<file path="src/rtl/alu_pkg.sv">
// Shared ALU definitions: op and condition encodings, default width,
// and the condition evaluation helper used by the arbiter.
package alu_pkg;

    localparam int W_DEFAULT = 16;

    // sel: 00 add, 01 nand, 1x add
    localparam logic [1:0] OP_ADD  = 2'b00;
    localparam logic [1:0] OP_NAND = 2'b01;

    typedef enum logic [1:0] {
        COND_ALWAYS  = 2'b00,
        COND_ZERO    = 2'b01,
        COND_CARRY   = 2'b10,
        COND_ALWAYS2 = 2'b11
    } alu_cond_e;

    // True when an execute op with this condition may run.
    function automatic logic cond_ok(input logic [1:0] cond,
                                     input logic       carry,
                                     input logic       zero);
        case (cond)
            COND_CARRY: cond_ok = carry;
            COND_ZERO:  cond_ok = zero;
            default:    cond_ok = 1'b1;
        endcase
    endfunction

endpackage

</file>
<file path="src/rtl/alu.sv">
// Team ALU: combinational add / bitwise NAND on W-bit operands.
// is_add tells the caller whether carry is meaningful for this op.
module alu
    import alu_pkg::*;
#(
    parameter int W = W_DEFAULT
) (
    input  logic [1:0]   sel,
    input  logic [W-1:0] a,
    input  logic [W-1:0] b,
    output logic [W-1:0] result,
    output logic         carry,
    output logic         is_add
);

    logic [W:0] sum;

    // Select between the W+1-bit sum and the bitwise NAND.
    always_comb begin
        sum    = {1'b0, a} + {1'b0, b};
        result = sum[W-1:0];
        carry  = sum[W];
        is_add = 1'b1;
        if (sel == OP_NAND) begin
            result = ~(a & b);
            carry  = 1'b0;
            is_add = 1'b0;
        end
    end

endmodule

</file>
<file path="src/rtl/alu_arbiter.sv">
// Two-requester front end for a shared ALU. Requester 0 is the fetch/PC
// path, requester 1 the execute path, which owns the carry/zero flags and
// may be conditionally suppressed.
// Build option: define ALU_ARB_RR_EN for round-robin conflict resolution;
// otherwise requester 1 always wins conflicts.
module alu_arbiter
    import alu_pkg::*;
#(
    parameter int W = W_DEFAULT
) (
    input  logic         clk,
    input  logic         rst_n,
    input  logic         req0_valid,
    output logic         req0_ready,
    input  logic [1:0]   req0_sel,
    input  logic [W-1:0] req0_a,
    input  logic [W-1:0] req0_b,
    input  logic         req1_valid,
    output logic         req1_ready,
    input  logic [1:0]   req1_sel,
    input  logic [W-1:0] req1_a,
    input  logic [W-1:0] req1_b,
    input  logic [1:0]   req1_cond,
    input  logic         req1_flag_we,
    output logic         rsp0_valid,
    output logic [W-1:0] rsp0_data,
    output logic         rsp1_valid,
    output logic [W-1:0] rsp1_data,
    output logic         rsp1_skipped,
    output logic         carry_flag,
    output logic         zero_flag
);

    // 1 = requester 1 won the most recent transfer
    logic         last_grant;
    logic         pick0;
    logic         xfer0, xfer1;
    logic         pass;
    logic [1:0]   op_sel;
    logic [W-1:0] op_a, op_b;
    logic [W-1:0] alu_res;
    logic         alu_carry, alu_is_add;

`ifdef ALU_ARB_RR_EN
    // Conflict goes to whoever did not win last time.
    assign pick0 = last_grant;
`else
    // Execute path always wins conflicts.
    assign pick0 = 1'b0;
`endif

    // Grants depend only on valids, reset and arbitration state.
    assign req0_ready = rst_n & req0_valid & ~(req1_valid & ~pick0);
    assign req1_ready = rst_n & req1_valid & ~(req0_valid &  pick0);

    assign xfer0 = req0_valid & req0_ready;
    assign xfer1 = req1_valid & req1_ready;

    // Flags as registered now, so a back-to-back op sees the previous write.
    assign pass = cond_ok(req1_cond, carry_flag, zero_flag);

    assign op_sel = req1_ready ? req1_sel : req0_sel;
    assign op_a   = req1_ready ? req1_a   : req0_a;
    assign op_b   = req1_ready ? req1_b   : req0_b;

    alu #(.W(W)) u_alu (
        .sel    (op_sel),
        .a      (op_a),
        .b      (op_b),
        .result (alu_res),
        .carry  (alu_carry),
        .is_add (alu_is_add)
    );

    // Arbitration history; reset to 1 so requester 0 wins the first conflict.
    always_ff @(posedge clk or negedge rst_n) begin
        if (!rst_n) last_grant <= 1'b1;
        else        last_grant <= (xfer0 | xfer1) ? xfer1 : last_grant;
    end

    // Fetch-path response: one-cycle pulse, data held until the next transfer.
    always_ff @(posedge clk or negedge rst_n) begin
        if (!rst_n) begin
            rsp0_valid <= 1'b0;
            rsp0_data  <= '0;
        end else begin
            rsp0_valid <= xfer0;
            if (xfer0) rsp0_data <= alu_res;
        end
    end

    // Execute-path response and flag update; suppressed ops return zero.
    always_ff @(posedge clk or negedge rst_n) begin
        if (!rst_n) begin
            rsp1_valid   <= 1'b0;
            rsp1_skipped <= 1'b0;
            rsp1_data    <= '0;
            carry_flag   <= 1'b0;
            zero_flag    <= 1'b0;
        end else begin
            rsp1_valid   <= xfer1;
            rsp1_skipped <= xfer1 & ~pass;
            if (xfer1) begin
                rsp1_data <= pass ? alu_res : '0;
                if (pass && req1_flag_we) begin
                    zero_flag <= (alu_res == '0);
                    if (alu_is_add) carry_flag <= alu_carry;
                end
            end
        end
    end

endmodule

</file>
<file path="config.mk">
export PLATFORM = sky130hd
export DESIGN_NAME = alu_arbiter
export DESIGN_NICKNAME = d
export VERILOG_FILES = /design/src/rtl/alu_pkg.sv /design/src/rtl/alu.sv /design/src/rtl/alu_arbiter.sv
export SDC_FILE = /design/constraint.sdc
export NUM_CORES = 1
export LEC_CHECK = 0
export CORE_UTILIZATION = 47
export CTS_BUF_LIST = sky130_fd_sc_hd__clkbuf_16
export CTS_CLUSTER_SIZE = 40
export DETAILED_ROUTE_END_ITERATION = 7
export PLACE_DENSITY_LB_ADDON = 0.1
export SYNTH_ARGS = -nofsm -noshare
export SYNTH_HDL_FRONTEND = slang
export SYNTH_SLANG_ARGS = --single-unit
export TNS_END_PERCENT = 20
</file>
<file path="constraint.sdc">
create_clock -name clk -period 4.6 [get_ports clk]
set_input_delay 0.46 -clock clk [delete_from_list [all_inputs] [get_ports clk]]
set_output_delay 0.46 -clock clk [all_outputs]
set_load 0.1 [all_outputs]
</file>
Yosys cells after proc, flatten, opt, wreduce, memory -nomap -nowiden
Cells that the tools add are included. Widths: inputs -> output; s select.

Flip-flop bits (word level): 37. Output and inout bits: 39. Logic and storage cells: 32.

$add $sub $neg: 1. Eq/ne operators: 3. Muxes and demuxes: 6. Bitwise logic cells: 11. Reductions and logical operators: 4.

Operator list (number): $mux 16 (4); $add 16x16->17 (1); $and 16x16->16 (1); $logic_not 16->1 (1); $not 16->16 (1); $and 1x1->1 (6); $eq 2x1->1 const B (2); $not 1->1 (3); $reduce_and 3->1 (1); $eq 2x2->1 const B (1); $mux 2 (1); $pmux 1 s2 (1); $reduce_and 2->1 (1); $logic_and 1x1->1 (1).

Longest topological paths before layout
Depth in word-level cells: 6. Depth in mapped cells: 14. Mapped depth without buffers: 12.

Modules after synthesis
A second synthesis with hierarchy kept.

Cell total of the unflattened synthesis: 295. Area, all modules: 3015.4 µm².

By module, submodules not included: alu_arbiter (times used 1, cells each 136, area an instance 1844.3 µm², seq. area each 925.9 µm²); alu (times used 1, cells each 159, area an instance 1171.1 µm², seq. area each 0.0 µm²).

Worst setup path before layout
No wires, ideal clock.

Path kind: in2reg. From: input port rst_n. To: register zero_flag. Arrival time: 3808 ps. Data required time: 4508 ps. Path slack: 700 ps. Cell stages on the path: 14. Path buffers: 2. Cells stage by stage: nand2_2 clkinv_4 clkbuf_1 mux2_2 ha_1 buf_6 a211oi_2 o211ai_1 a31oi_1 o21bai_1 xor2_1 o21ai_0 nand4_1 o31ai_2.

Longest elaborated chain between the ends: 6. Elaborated cells between the ends (all ways): 12.

Ends and longest elaborated chain: from (decl) (RTL line alu_arbiter.sv:12) `input logic rst_n,`; $and 1x1->1 * (RTL line alu_arbiter.sv:54) `assign req1_ready = rst_n & req1_valid & ~(req0_valid & pick0);`; net req1_ready (RTL line alu_arbiter.sv:19) `output logic req1_ready,`; branches (longest 5 deep; another with $add 16x16->17); to (signal assigned) (RTL line alu_arbiter.sv:106) `zero_flag <= (alu_res == '0);`; to (decl) (RTL line alu_arbiter.sv:31) `output logic zero_flag`.

Mark *: on every way through the listed nets, which the timed path passes. A chain may end at the register's enable or synchronous reset.

Final worst setup path
From: input port req1_valid. To: register zero_flag.

Longest elaborated chain between the ends: 6. Elaborated cells between the ends (all ways): 12.

Ends and longest elaborated chain: from (decl) (RTL line alu_arbiter.sv:18) `input logic req1_valid,`; branches (longest 6 deep; another with $add 16x16->17).

Parallel ways; which one is timed is not known.

==> run metrics <==
status=finished, final reports clean; CP peak stage delay=0.50 ns; row count=27; Slew Viols, Final=0; DIE WIDTH=between 70 and 80 µm; Setup TNS=0 ns; Die Area=6279 µm²; Slew @ Worst Pin=1.004 ns; M1 wire length=about 3000 µm; post-synthesis mux area share=15.48%; worst setup path start=req1_valid; global-route wire length before repair=11080 µm; setup repair after global routing missed its margin=false; clk slew on worst S/H paths=0.05 ns; post-synthesis compound-gate area fraction=22.31%; residual overflow from global routing=0; leading area contributor after synthesis=dfrtp_1; Overall Global Routing Usage=22.42%; Clock Power Share=16.5%; clock tree buffer depth=2; Setup-failing EPs final=0; final non-filler cell total=a little under 500; syn avg cell area=9.193 µm²; Crit Path Max Fanout=35; Synth warnings=0; io pins=114; Final Worst Setup Slack=1.003 ns; Slew HR=32.88%; Avg WL per Cell=14.16 µm; Routed Antenna Nets=0; Clock Sinks=37; Post-CTS Resized=0; Switching Share=51.25%; Synth cell types=a little over 50; Design Area, Final=around 4100 µm²; HPWL Detailed=around 5500 µm; filler cell count=440; worst endpoint required time=4.78 ns; CTS Hold Buffers Added=0; worst r2r path cells=8; proportion of synthesized chip area in sequential cells=33.02%; Synth Area in Simple Gates=12.18%; minimum clock period=about 3.6 ns; Cells after DPL=476; static leakage=1.727 nW; syn_nets=roughly 400; crit path cell chain=clkdlybuf4s50_1 > nand2_2 > clkinv_4 > mux2_2 > ha_1 > and3_1 > nor2b_1 > a31oi_1 > o21bai_1 > xor2_1 > o21ai_0 > nand4_1 > o31ai_2; die height=79.24 µm; max layer used=met4; worst reg-to-reg setup slack=~2.6 ns; # DRC=0; via count=roughly 2700; Synth area leaders=dfrtp_1 33%, mux2_2 14%, ha_1 8.5%, o21ai_0 6.6%, nand2_1 5.9%; Num CTS Buffers=5; antenna cells=0; Max VDD drop=0.4362 mV; wire length on met2=3470 µm; Adder-Cell Fraction of Synth Area=under 10%; # H-tree levels=2; Yosys top cell area share=33.02%; end of the critical path=zero_flag; IO Port Bufs=about 110; Worst R2R End=zero_flag; global placement routability congestion=0.8995; Pre-Repair DR Iteration Count=4; crit path DAT=3.78 ns; max cap viols=0; Crit Reg-Reg Startpoint=zero_flag; fin crit share=78.20%; Comb power frac=60.1%; Post-Synth XOR/XNOR Area=4.061%; starting density of the core=49.70%; CP Capture Type=flip-flop; Internal Power=0.9216 mW; vias in the first global route=2510; drt total wl=about 7000 µm; Final Hold Viols=0; CORE AREA=5642 µm²; sequential power share=23.4%; Post-Synthesis Cells=305; vias per cell=5.502; Worst path slowest cell=clkdlybuf4s50_1; CTS Root Buffer Type=clkbuf_16; Cell Area, Placed=3951 µm²; Post-CTS Setup Repair Bufs=0; # nets final=slightly above 500; Net Sw Power=0.9691 mW; CP startpoint kind=input pin; final core occ=between 70% and 80%; clk_lat worst skew=roughly 0.27 ns; pin count of the biggest net entering global routing=40; Power per Cell Area=roughly 460 nW/µm²; initial antenna violation count=0; Met3 Wirelength=318 µm; CTS tree=done; flops & latches, synth=37; fmax=0.2780 GHz; Hold/Removal Path Class=in2async; largest family of logic cells by synthesized area=compound AO/OA/AOI/OAI gates; Final Skew=roughly 0.0028 ns; CP Class=in2reg; dpl ws=0.7240 ns; layout cell share with drive strength beyond 1=13.83%; DRT iter0 DRCs=120; P&R area growth vs syn=45.87%; Mapped Area=2804 µm²
## worst min-delay path by stage
stage,start,endpoint,slack [ns],cells past startpoint
4_1_cts,rst_n,rsp0_data[1],0.27,2
2_1_floorplan,rst_n,carry_flag,0.16,0
5_1_grt,rst_n,rsp0_data[1],0.31,2
3_3_place_gp,rsp1_data[11],rsp1_data[11],0.46,2
6_report,rst_n,rsp0_data[1],0.26,2
3_5_place_dp,rsp1_data[14],rsp1_data[14],0.47,2
## flip-flops by register name, indices dropped and copies added (netlist names)
signal and cells:
rsp1_data 16, rsp1_skipped 1, carry_flag 1, zero_flag 1, rsp0_data 16, rsp0_valid 1
rsp1_valid 1
## area by class of cell
| class | count | area [µm²] | share of cell area [%] |
|---|---|---|---|
| Tap cell | 72 | 90.09 | 2.203 |
| Multi-Input combinational cell | 241 | 1753 | 42.86 |
| Timing Repair Buffer | 115 | 1136 | 27.78 |
| Clock buffer | 5 | 125.1 | 3.059 |
| Sequential cell | 37 | 925.9 | 22.64 |
| Clock inverter | 3 | 13.76 | 0.3365 |
| Inverter | 11 | 46.29 | 1.132 |
## per-stage QoR
stage / hold WS (ns) / power [mW]
detailed placement: 0.4709 / 1.581
global placement: 0.4625 / 1.564
finish: 0.2571 / 1.891
floorplan: 0.1644 / 1.284
CTS: 0.2746 / 1.898
global route: 0.3078 / 1.973
## power groups by stage
stage                     sequential, mW  clock [mW]  combinational, mW
final                              0.443       0.313               1.14
after global routing               0.451       0.331               1.19
after CTS                          0.443       0.316               1.14
after detailed placement           0.449           0               1.13
after global placement             0.446           0               1.12
after floorplan                    0.988           0              0.296
## layout by cell type, fill, tap and decap left out, types with 6 or more instances in the layout
| master | count |
|---|---|
| mux2_2 | 35 |
| nand2_1 | 44 |
| inv_1 | 11 |
| o21ai_0 | 37 |
| xor2_1 | 7 |
| a21oi_1 | 11 |
| nor2_1 | 10 |
| xnor2_1 | 6 |
| dfrtp_1 | 37 |
| ha_1 | 19 |
| clkdlybuf4s50_1 | 110 |
## cells by family (layout without fill, tap and decap cells)
group,Yosys count,after routing
AND/OR/NAND/NOR,76,76
XOR/XNOR,13,13
flip-flops,37,37
multiplexers,39,39
AO/OA/AOI/OAI,94,94
adder cells (fa/ha/maj),19,19
buffers and inverters,27,134
## cell usage after synthesis, drive strengths merged
cell type,instances
a311o,1
and2,1
a21o,4
o22ai,1
o21ai,43
nand4,1
buf,6
a221oi,1
ha,19
a21boi,1
xnor2,6
and3,2
o41ai,1
nand2b,2
mux2i,4
a22o,4
a221o,2
dfrtp,37
nor2b,2
a31oi,3
nor3,4
o2bb2ai,2
o211ai,4
o2111ai,1
or3,2
clkinv,1
nand2,45
and4b,1
mux2,35
o31ai,2
nand3,4
clkbuf,10
a211oi,7
inv,10
nor2,10
xor2,7
nand4b,1
o21bai,1
a21oi,11
or2,1
o221ai,1
a211o,1
o21a,3
## routing by layer
| layer | global-route usage (%) | vias up |
|---|---|---|
| li1 | - | 1317 |
| met1 | 27.86 | 1230 |
| met2 | 40.34 | 106 |
| met3 | 2.414 | 10 |
| met4 | 7.091 | 0 |
| met5 | 0 | - |
## critical path, delay by kind of cell
kind | cells | cell delay, ns
compound gates | 4 | 0.94
xor+xnor | 1 | 0.11
fa+ha+maj | 1 | 0.44
buf+inv | 2 | 0.73
mux | 1 | 0.38
simple gates | 4 | 0.68
Power figures use the tool's default switching activity.
